File: src/rtl/mul_share_arbiter.sv
// ============================================================================
// Module  : mul_share_arbiter
// Purpose : Round-robin sharing of one external combinational 4x4 multiplier
//           among NREQ requesters, returning product and owner ID.
// Rev     : 1.0
// ============================================================================
`default_nettype none

module mul_share_arbiter #(
  parameter int NREQ   = 4,
  parameter int SETTLE = 1,
  parameter int IDW    = (NREQ > 1) ? $clog2(NREQ) : 1
) (
  input  logic              clk,
  input  logic              rst_n,
  input  logic [NREQ-1:0]   req_valid,
  input  logic [4*NREQ-1:0] req_a,
  input  logic [4*NREQ-1:0] req_b,
  output logic [NREQ-1:0]   req_ready,
  output logic [3:0]        mul_a,
  output logic [3:0]        mul_b,
  input  logic [7:0]        mul_res,
  output logic              rsp_valid,
  output logic [7:0]        rsp_res,
  output logic [IDW-1:0]    rsp_id,
  input  logic              rsp_ready,
  output logic              busy
);

  localparam int CW = (SETTLE > 1) ? $clog2(SETTLE) : 1;

  localparam logic [1:0] S_IDLE = 2'd0;
  localparam logic [1:0] S_MUL  = 2'd1;
  localparam logic [1:0] S_RESP = 2'd2;

  logic [1:0]     state_q, state_d;
  logic [IDW-1:0] rr_ptr_q, rr_ptr_d;
  logic [CW-1:0]  cnt_q;
  logic [3:0]     mul_a_q, mul_b_q;
  logic [7:0]     rsp_res_q;
  logic [IDW-1:0] rsp_id_q;

  logic           gnt_found;
  logic [IDW-1:0] gnt_idx;
  logic [IDW:0]   scan_sum;

  // Search starts at rr_ptr and wraps modulo NREQ (NREQ need not be a power of 2)
  always_comb begin
    gnt_found = 1'b0;
    gnt_idx   = '0;
    scan_sum  = '0;
    for (int k = 0; k < NREQ; k++) begin
      scan_sum = {1'b0, rr_ptr_q} + (IDW+1)'(k);
      if (scan_sum >= (IDW+1)'(NREQ)) begin
        scan_sum = scan_sum - (IDW+1)'(NREQ);
      end
      if (!gnt_found && req_valid[scan_sum[IDW-1:0]]) begin
        gnt_found = 1'b1;
        gnt_idx   = scan_sum[IDW-1:0];
      end
    end
  end

  assign rr_ptr_d = (gnt_idx == IDW'(NREQ-1)) ? '0 : gnt_idx + 1'b1;

  always_ff @(posedge clk or negedge rst_n) begin
    if (!rst_n) begin
      state_q <= S_IDLE;
    end else begin
      state_q <= state_d;
    end
  end

  always_comb begin
    state_d = state_q;
    case (state_q)
      S_IDLE:  if (gnt_found) state_d = S_MUL;
      S_MUL:   if (cnt_q == '0) state_d = S_RESP;
      S_RESP:  if (rsp_ready) state_d = S_IDLE;
      default: state_d = S_IDLE;
    endcase
  end

  // Grant is gated by rst_n so no transfer can appear while reset is held
  always_comb begin
    req_ready = '0;
    rsp_valid = 1'b0;
    busy      = 1'b0;
    case (state_q)
      S_IDLE: begin
        if (gnt_found && rst_n) begin
          req_ready = {{(NREQ-1){1'b0}}, 1'b1} << gnt_idx;
        end
      end
      S_MUL: begin
        busy = 1'b1;
      end
      S_RESP: begin
        busy      = 1'b1;
        rsp_valid = 1'b1;
      end
      default: begin
        busy = 1'b1;
      end
    endcase
  end

  always_ff @(posedge clk or negedge rst_n) begin
    if (!rst_n) begin
      rr_ptr_q  <= '0;
      cnt_q     <= '0;
      mul_a_q   <= '0;
      mul_b_q   <= '0;
      rsp_res_q <= '0;
      rsp_id_q  <= '0;
    end else begin
      case (state_q)
        S_IDLE: begin
          if (gnt_found) begin
            mul_a_q  <= req_a[{gnt_idx, 2'b00} +: 4];
            mul_b_q  <= req_b[{gnt_idx, 2'b00} +: 4];
            rsp_id_q <= gnt_idx;
            rr_ptr_q <= rr_ptr_d;
            cnt_q    <= CW'(SETTLE-1);
          end
        end
        S_MUL: begin
          if (cnt_q == '0) begin
            rsp_res_q <= mul_res;
          end else begin
            cnt_q <= cnt_q - 1'b1;
          end
        end
        default: begin
        end
      endcase
    end
  end

  assign mul_a   = mul_a_q;
  assign mul_b   = mul_b_q;
  assign rsp_res = rsp_res_q;
  assign rsp_id  = rsp_id_q;

endmodule

`default_nettype wire

File: config.mk
export PLATFORM = sky130hd
export DESIGN_NAME = mul_share_arbiter
export DESIGN_NICKNAME = d
export VERILOG_FILES = /design/src/rtl/mul_share_arbiter.sv
export SDC_FILE = /design/constraint.sdc
export NUM_CORES = 1
export LEC_CHECK = 0
export CORE_ASPECT_RATIO = 0.8
export CORE_MARGIN = 2
export CORE_UTILIZATION = 43
export DETAILED_ROUTE_END_ITERATION = 16
export PLACE_DENSITY = 0.94
export SETUP_SLACK_MARGIN = 0.5
export SYNTH_ARGS = -nofsm -noshare
export SYNTH_HDL_FRONTEND = slang
export SYNTH_SLANG_ARGS = --single-unit
File: constraint.sdc
create_clock -name clk -period 3.41 [get_ports clk]
set_input_delay 0.682 -clock clk [delete_from_list [all_inputs] [get_ports clk]]
set_output_delay 0.682 -clock clk [all_outputs]
set_load 0.005 [all_outputs]
==> results of run 1 <==
## worst max path at each step
stage | startpoint | end
after floorplan | req_valid[3] | req_ready[3]
final | req_valid[3] | req_ready[3]
after global placement | req_valid[1] | req_ready[2]
after detailed placement | req_valid[1] | req_ready[3]
after CTS | req_valid[3] | req_ready[1]
after global routing | req_valid[3] | req_ready[3]
## critical path, cell delays in order
cell and delay, ns:
sky130_fd_sc_hd__clkdlybuf4s15_1 0.24, sky130_fd_sc_hd__nand2b_4 0.18, sky130_fd_sc_hd__a211oi_4 0.29, sky130_fd_sc_hd__nor2_4 0.10
sky130_fd_sc_hd__ha_2 0.18, sky130_fd_sc_hd__and3_1 0.16, sky130_fd_sc_hd__dlygate4sd2_1 0.25
## cell usage after synthesis (all sizes together)
| library cell | count | area share |
|---|---|---|
| a211oi | 2 | 0.029 |
| a21o | 1 | 0.0054 |
| a21oi | 2 | 0.0073 |
| and3 | 1 | 0.0045 |
| buf | 7 | 0.038 |
| clkbuf | 2 | 0.0054 |
| dfrtp | 22 | 0.40 |
| ha | 1 | 0.0091 |
| inv | 2 | 0.0054 |
| mux2 | 16 | 0.14 |
| mux2i | 9 | 0.065 |
| nand2 | 19 | 0.053 |
| nand2b | 4 | 0.024 |
| nor2 | 5 | 0.015 |
| nor3 | 1 | 0.0036 |
| nor3b | 2 | 0.019 |
| nor4 | 1 | 0.0045 |
| o211ai | 24 | 0.16 |
| o21ai | 1 | 0.0036 |
| or2 | 1 | 0.0045 |
## registers in the layout (all words and copies together), names as in the netlist
register  flops
rsp_id        2
rr_ptr_q      2
mul_b         4
mul_a         4
rsp_res       8
state_q       2
## kinds of logic after synthesis
| logic type | count (synthesis) | share of synthesized area |
|---|---|---|
| simple gates | 34 | 0.129 |
| compound gates | 30 | 0.205 |
| mux | 25 | 0.209 |
| flops | 22 | 0.399 |
| buf+inv | 11 | 0.0489 |
| fa+ha+maj | 1 | 0.00906 |
## per-stage QoR
stage | instance area (sq um) | power (W) | hold slack [ns] | std cells
finish | 2260 | 0.00175 | 0.475 | 239
global route | 2260 | 0.00187 | 0.519 | 239
CTS | 2240 | 0.00176 | 0.482 | 239
detailed placement | 2140 | 0.00149 | 0.462 | 233
global placement | 2140 | 0.00144 | 0.462 | 233
floorplan | 1380 | 0.00106 | 0.386 | 123
## layer usage
metal	share of wire	global-route usage	up-vias
met4	0.0052	0.0578	0
met5	0	0	-
met3	0.070	0.0514	2
met2	0.50	0.356	55
li1	-	-	602
met1	0.42	0.270	600
## cell type report
type / instances / area (sq um)
clock inverter: 1 / 30.0
clock buffer: 3 / 41.3
inverter: 2 / 7.51
timing repair buffer: 81 / 785
sequential: 22 / 551
tap: 40 / 50.0
multi-input combinational: 90 / 792
fill: 202 / 830
## power breakdown
part	switching (W)	leakage [nW]	internal [W]
Sequential	0.0000876	0.264	0.000395
Combinational	0.000445	0.690	0.000584
Clock	0.0000839	0.0357	0.000157
## what timing repair did
item,in CTS,in global routing
buffers inserted,2,0
hold endpoints to repair,0,0
pin swaps,5,2
gates resized for setup,15,4
endpoints found under the setup margin,4,2
==> impl_results.md, run 1 <==
- Placeable core region: between 3000 and 4000 sq um
- Final weighted congestion in routability-driven placement: 0.726
- Longest Clk Path Bufs: 2
- Finished Core Util: 0.731
- Leakage Power: between 0.9 and 1 nW
- Initial antenna violation count: 0
- Share of the clock period used by the worst path after layout: 0.813
- Net total in the final layout: 248
- Fin Setup TNS: 0 ns
- Worst Tran Pin Value: 0.392 ns
- First-pass GRT wire length: 5690 um
- Number of port buffers: 70
- Vertical extent of the die: 54.7 um
- Fraction of final layout cells with drive strength greater than 1: 0.266
- Count of final hold-check violations: 0
- Setup slack on the worst flop-to-flop path: 1.49 ns
- Synth cell types: 29
- Total clock buffers created by CTS: 3
- Residual antenna-violating net count after detailed routing: 0
- 1st-iter DRT viols: 25
- Result of the run: completed
- Overall via count from detail_route: 1259
- Number of max-slew violations in the final report: 0
- Most common library cell in the layout ignoring fill and taps: sky130_fd_sc_hd__clkdlybuf4s50_1
- DPL Wire Length: 2820 um
- Via count of the first global-routing pass: roughly 1200
- Maximum vdd drop: between 0.4 and 0.5 mV
- Signed area change from the synthesized netlist to the final layout: 63.5%
- Buffer type at the clock tree root: sky130_fd_sc_hd__clkbuf_8
- Deepest level of the CTS H-tree: 1
- Initial core utilization: 0.447
- Sum of routed wire length over all layers: 3640 um
- Endpoint of the worst hold-timing path: rsp_id[0]
- Clock-pin slew reported for the worst setup and hold paths after clock tree synthesis: around 0.080 ns
- Logic depth of the worst register-to-register path: 7
- Highest achievable clock rate: 0.361 GHz
- Clock sink total: 22
- Ant diodes: 0
- Area of the mapped netlist: 1380 sq um
- Smallest setup slack after layout: 0.638 ns
- Kind of end point of the critical path: primary output
- Overall die area: 3680 sq um
- Reg-to-Reg Start: rr_ptr_q[1]
- Hold-critical path depth: 2
- Setup CP Type: input pin to primary output
- Terminus of the critical flop-to-flop path: mul_b[0]
- Power density cells: between 700 and 800 nW/um^2
- Via density: 5.27
- Highest net fanout along the worst path: 4
- Total number of placement rows: 18
- Setup skew after layout: ~0.0016 ns
- Minimum period implied by the final worst setup slack: 2.77 ns
- Die Width: a little under 70 um
- DRC violations left: 0
- Maximum number of pins on one net before global-route repair: 22
- Post-place setup slack: 0.0992 ns
- Number of buffers inserted for hold repair after clock tree synthesis: 0
- Arrival time of the worst setup path: 2.09 ns
- Post-Synthesis Mean Instance Area: about 11 sq um
- Syn nets: 171
- Total of max-cap violations: 0
- Hold Path Class: register to register
- Crit start category: input pin
- Number of warning messages in the yosys log: 0
- Syn Inst Count: 123
- I/O pin total: 71
- Portion of the post-synthesis area used by sequential elements: 0.399
- Per-cell routed wire length: 15.2 um
- Final setup vio count: 0
- Start point of the worst min-delay path: rsp_id[0]
- Normalized max-slew margin: 0.739
- Global-route total usage across every layer: 0.210
- Aggregate global routing overflow: 0
- Number of detailed-routing iterations run before antenna repair: 4
- Endpoint required time on the critical path: about 2.7 ns
- Clock network latency to the later pin of the worst-skew pair: around 0.26 ns
- CTS tree: built
- Leading cell types in the layout, fill and taps excluded: sky130_fd_sc_hd__clkdlybuf4s50_1 (62), sky130_fd_sc_hd__dfrtp_1 (22), sky130_fd_sc_hd__nand2_1 (18), sky130_fd_sc_hd__o211ai_1 (16)
- Synthesis-stage register bit count: 22
- RSZ-0062 raised after global routing: false
Power figures use the tool's default switching activity.
==> run 2: changes to the inputs <==
- CORE_UTILIZATION: 43 -> 36
- PLACE_DENSITY: 0.94 -> 0.85
- clock period: 3.41 -> 2.4 ns (I/O delays scaled with it)
==> run 2 against run 1 <==
  * Design area rose by 1.7%
  * Clock power rose by 10%
  * Setup slack got worse by 0.42 ns
  * Global-route usage fell by 3.5 points
  * Power rose by 42%
  * Count of clock-buffer cells in the layout rose by 1
  * Core utilization fell by 12 points
  * Highest routed layer unchanged
  * Largest cell class is now non-clock buffers
==> impl_results.md, run 2 (synthesis results as in run 1) <==
- Setup skew after layout: 0.00120 ns (was 0.00159 ns)
- DPL Wire Length: 2700 um (was 2820 um)
- Overall die area: 4350 sq um (was 3680 sq um)
- Share of the clock period used by the worst path after layout: 0.908
- Total number of placement rows: 20 (was 18)
- Number of max-slew violations in the final report: 0 (unchanged)
- Via count of the first global-routing pass: 1277 (was 1225)
- Clock network latency to the later pin of the worst-skew pair: 0.26 ns (about the same)
- Per-cell routed wire length: 14.7 um (was 15.2 um)
- Highest-delay cell along the critical path: sky130_fd_sc_hd__dfrtp_2 (was sky130_fd_sc_hd__a211oi_4)
- I/O pin total: 71 (unchanged)
- Fraction of final layout cells with drive strength greater than 1: 0.343 (was 0.266)
- Residual antenna-violating net count after detailed routing: 0 (unchanged)
- Ant diodes: 0 (unchanged)
- Met1 routing resource usage after global routing: 0.221 (was 0.270)
- Aggregate global routing overflow: 0 (unchanged)
- Clock-pin slew reported for the worst setup and hold paths after clock tree synthesis: 0.08 ns (about the same)
- Deepest level of the CTS H-tree: 1 (unchanged)
- Placed Instances: 243 (was 233)
- Die Width: 73.2 um (was 67.3 um)
- Max FFs per register: 8 (unchanged)
- Setup CP Type: register to primary output (was input pin to primary output)
- Number of buffers inserted for hold repair after clock tree synthesis: 0 (unchanged)
- CTS tree: built (unchanged)
- First-pass GRT wire length: 5870 um (was 5690 um)
- Fin Setup TNS: 0 ns (unchanged)
- Final setup vio count: 0 (unchanged)
- Count of final hold-check violations: 0 (unchanged)
- Total of max-cap violations: 0 (unchanged)
- Delay of the slowest cell on the worst path: 0.44 ns (was 0.29 ns)
- Final weighted congestion in routability-driven placement: 0.767 (was 0.726)
- Via density: 5.02 (was 5.27)
- Buffer type at the clock tree root: sky130_fd_sc_hd__clkbuf_8 (unchanged)
- Sum of routed wire length over all layers: 3690 um (was 3640 um)
- Maximum vdd drop: 0.536 mV (was 0.435 mV)
- Initial core utilization: 0.370 (was 0.447)
- Overall via count from detail_route: 1260 (was 1259)
- Leading cell types in the layout, fill and taps excluded: sky130_fd_sc_hd__clkdlybuf4s50_1 (62), sky130_fd_sc_hd__dfrtp_1 (20), sky130_fd_sc_hd__nand2_1 (18), sky130_fd_sc_hd__buf_4 (17), sky130_fd_sc_hd__o211ai_1 (16) (was sky130_fd_sc_hd__clkdlybuf4s50_1 (62), sky130_fd_sc_hd__dfrtp_1 (22), sky130_fd_sc_hd__nand2_1 (18), sky130_fd_sc_hd__o211ai_1 (16))
- Met2 demand-to-capacity share in global routing: 0.295 (was 0.356)
- Result of the run: completed (unchanged)
- Global-route total usage across every layer: 0.176 (was 0.210)
- Minimum period implied by the final worst setup slack: 2.18 ns
- Arrival time of the worst setup path: 1.70 ns (was 2.09 ns)
- Total clock buffers created by CTS: 3 (unchanged)
- Total power: 0.00249 W (was 0.00175 W)
- Crit start category: register (was input pin)
- Number of detailed-routing iterations run before antenna repair: 4 (unchanged)
- Hold Path Class: register to register (unchanged)
- Net total in the final layout: 256 (was 248)
- Normalized max-slew margin: 0.743 (was 0.739)
- Longest Clk Path Bufs: 2 (unchanged)
- Leakage Power: 0.981 nW (was 0.990 nW)
- RSZ-0062 raised after global routing: true (was false)
- Power density cells: 1090 nW/um^2 (was 777 nW/um^2)
- Vertical extent of the die: 59.4 um (was 54.7 um)
- 1st-iter DRT viols: 43 (was 25)
- Most common library cell in the layout ignoring fill and taps: sky130_fd_sc_hd__clkdlybuf4s50_1 (unchanged)
- Post-route insts no fill: 251 (was 239)
- Placeable core region: 3730 sq um (was 3090 sq um)
- Critical path, cell by cell: nand2b_1 > a21oi_2 > a211oi_4 > ha_2 > and3_1 > buf_2 (was clkdlybuf4s15_1 > nand2b_4 > a211oi_4 > nor2_4 > ha_2 > and3_1 > dlygate4sd2_1)
- Met3 demand-to-capacity share in global routing: 0.0527 (was 0.0514)
- Kind of end point of the critical path: primary output (unchanged)
- Signed area change from the synthesized netlist to the final layout: 66.2% (was 63.5%)
- Highest achievable clock rate: 0.459 GHz
- Grt peak-use layer: met2 (unchanged)
- DRC violations left: 0 (unchanged)
- Initial antenna violation count: 0 (unchanged)
- Highest net fanout along the worst path: 5 (was 4)
- Endpoint required time on the critical path: 1.92 ns (was 2.73 ns)
- Worst Tran Pin Value: 0.385 ns (was 0.392 ns)
- Maximum number of pins on one net before global-route repair: 21 (was 22)
- Number of port buffers: 70 (unchanged)
- Clock sink total: 22 (unchanged)
## run 2: path summary, 6_finish.rpt
| check | end | slack [ns] | startpoint | cells after the start |
|---|---|---|---|---|
| setup / recovery | req_ready[3] | 0.22 | rr_ptr_q[1] | 6 |
| min in group asynchronous | mul_a[0] | 0.63 | rst_n | 2 |
| hold / removal | rsp_id[1] | 0.49 | rsp_id[1] | 2 |
| setup reg to reg | mul_b[3] | 0.58 | rr_ptr_q[1] | 7 |
| hold reg to reg | rsp_id[1] | 0.49 | rsp_id[1] | 2 |
| max in group asynchronous | rsp_res[3] | 1.56 | rst_n | 2 |
## run 2: routing by layer
layer	part of all wire	up-vias
met1	0.43	587
met5	0	-
met3	0.091	4
met2	0.47	54
met4	0.0073	0
li1	-	615
## run 2: critical path, delay by kind of cell, from the launching register on
family                   cells  cell delay (ns)
AO/OA/AOI/OAI                2             0.38
adder cells (fa/ha/maj)      1             0.22
buffers and inverters        1             0.11
flip-flops                   1             0.44
AND/OR/NAND/NOR              2             0.29
## run 2: stage by stage
step / setup slack, ns / utilization / hold WS (ns) / area [sq um]
finish: 0.221 / 0.615 / 0.485 / 2290
global route: 0.144 / 0.615 / 0.509 / 2290
CTS: 0.216 / 0.612 / 0.494 / 2280
detailed placement: -0.463 / 0.589 / 0.465 / 2190
global placement: -0.403 / 0.589 / 0.458 / 2190
floorplan: 0.512 / - / 0.184 / 1390
## run 2: cell type report
cell class              count  area (sq um)
flip-flops and latches     22           553
inverters                   2          7.51
repair buffers             89           822
fillers                   311          1440
multi-input cells          90           801
well taps                  44          55.1
clock buffers               4          55.1
## run 2: timing repair
action | CTS | global route
cloned | 0 | 0
pin swaps | 7 | 5
buffers inserted | 4 | 0
gates resized for setup | 29 | 5
setup endpoints to repair | 13 | 9
## run 2: power by group
part / switching [W] / internal (W) / total, W
sequential: 0.000114 / 0.000564 / 0.000679
clock: 0.000120 / 0.000146 / 0.000266
combinational: 0.000649 / 0.000896 / 0.00154
total: 0.000883 / 0.00161 / 0.00249
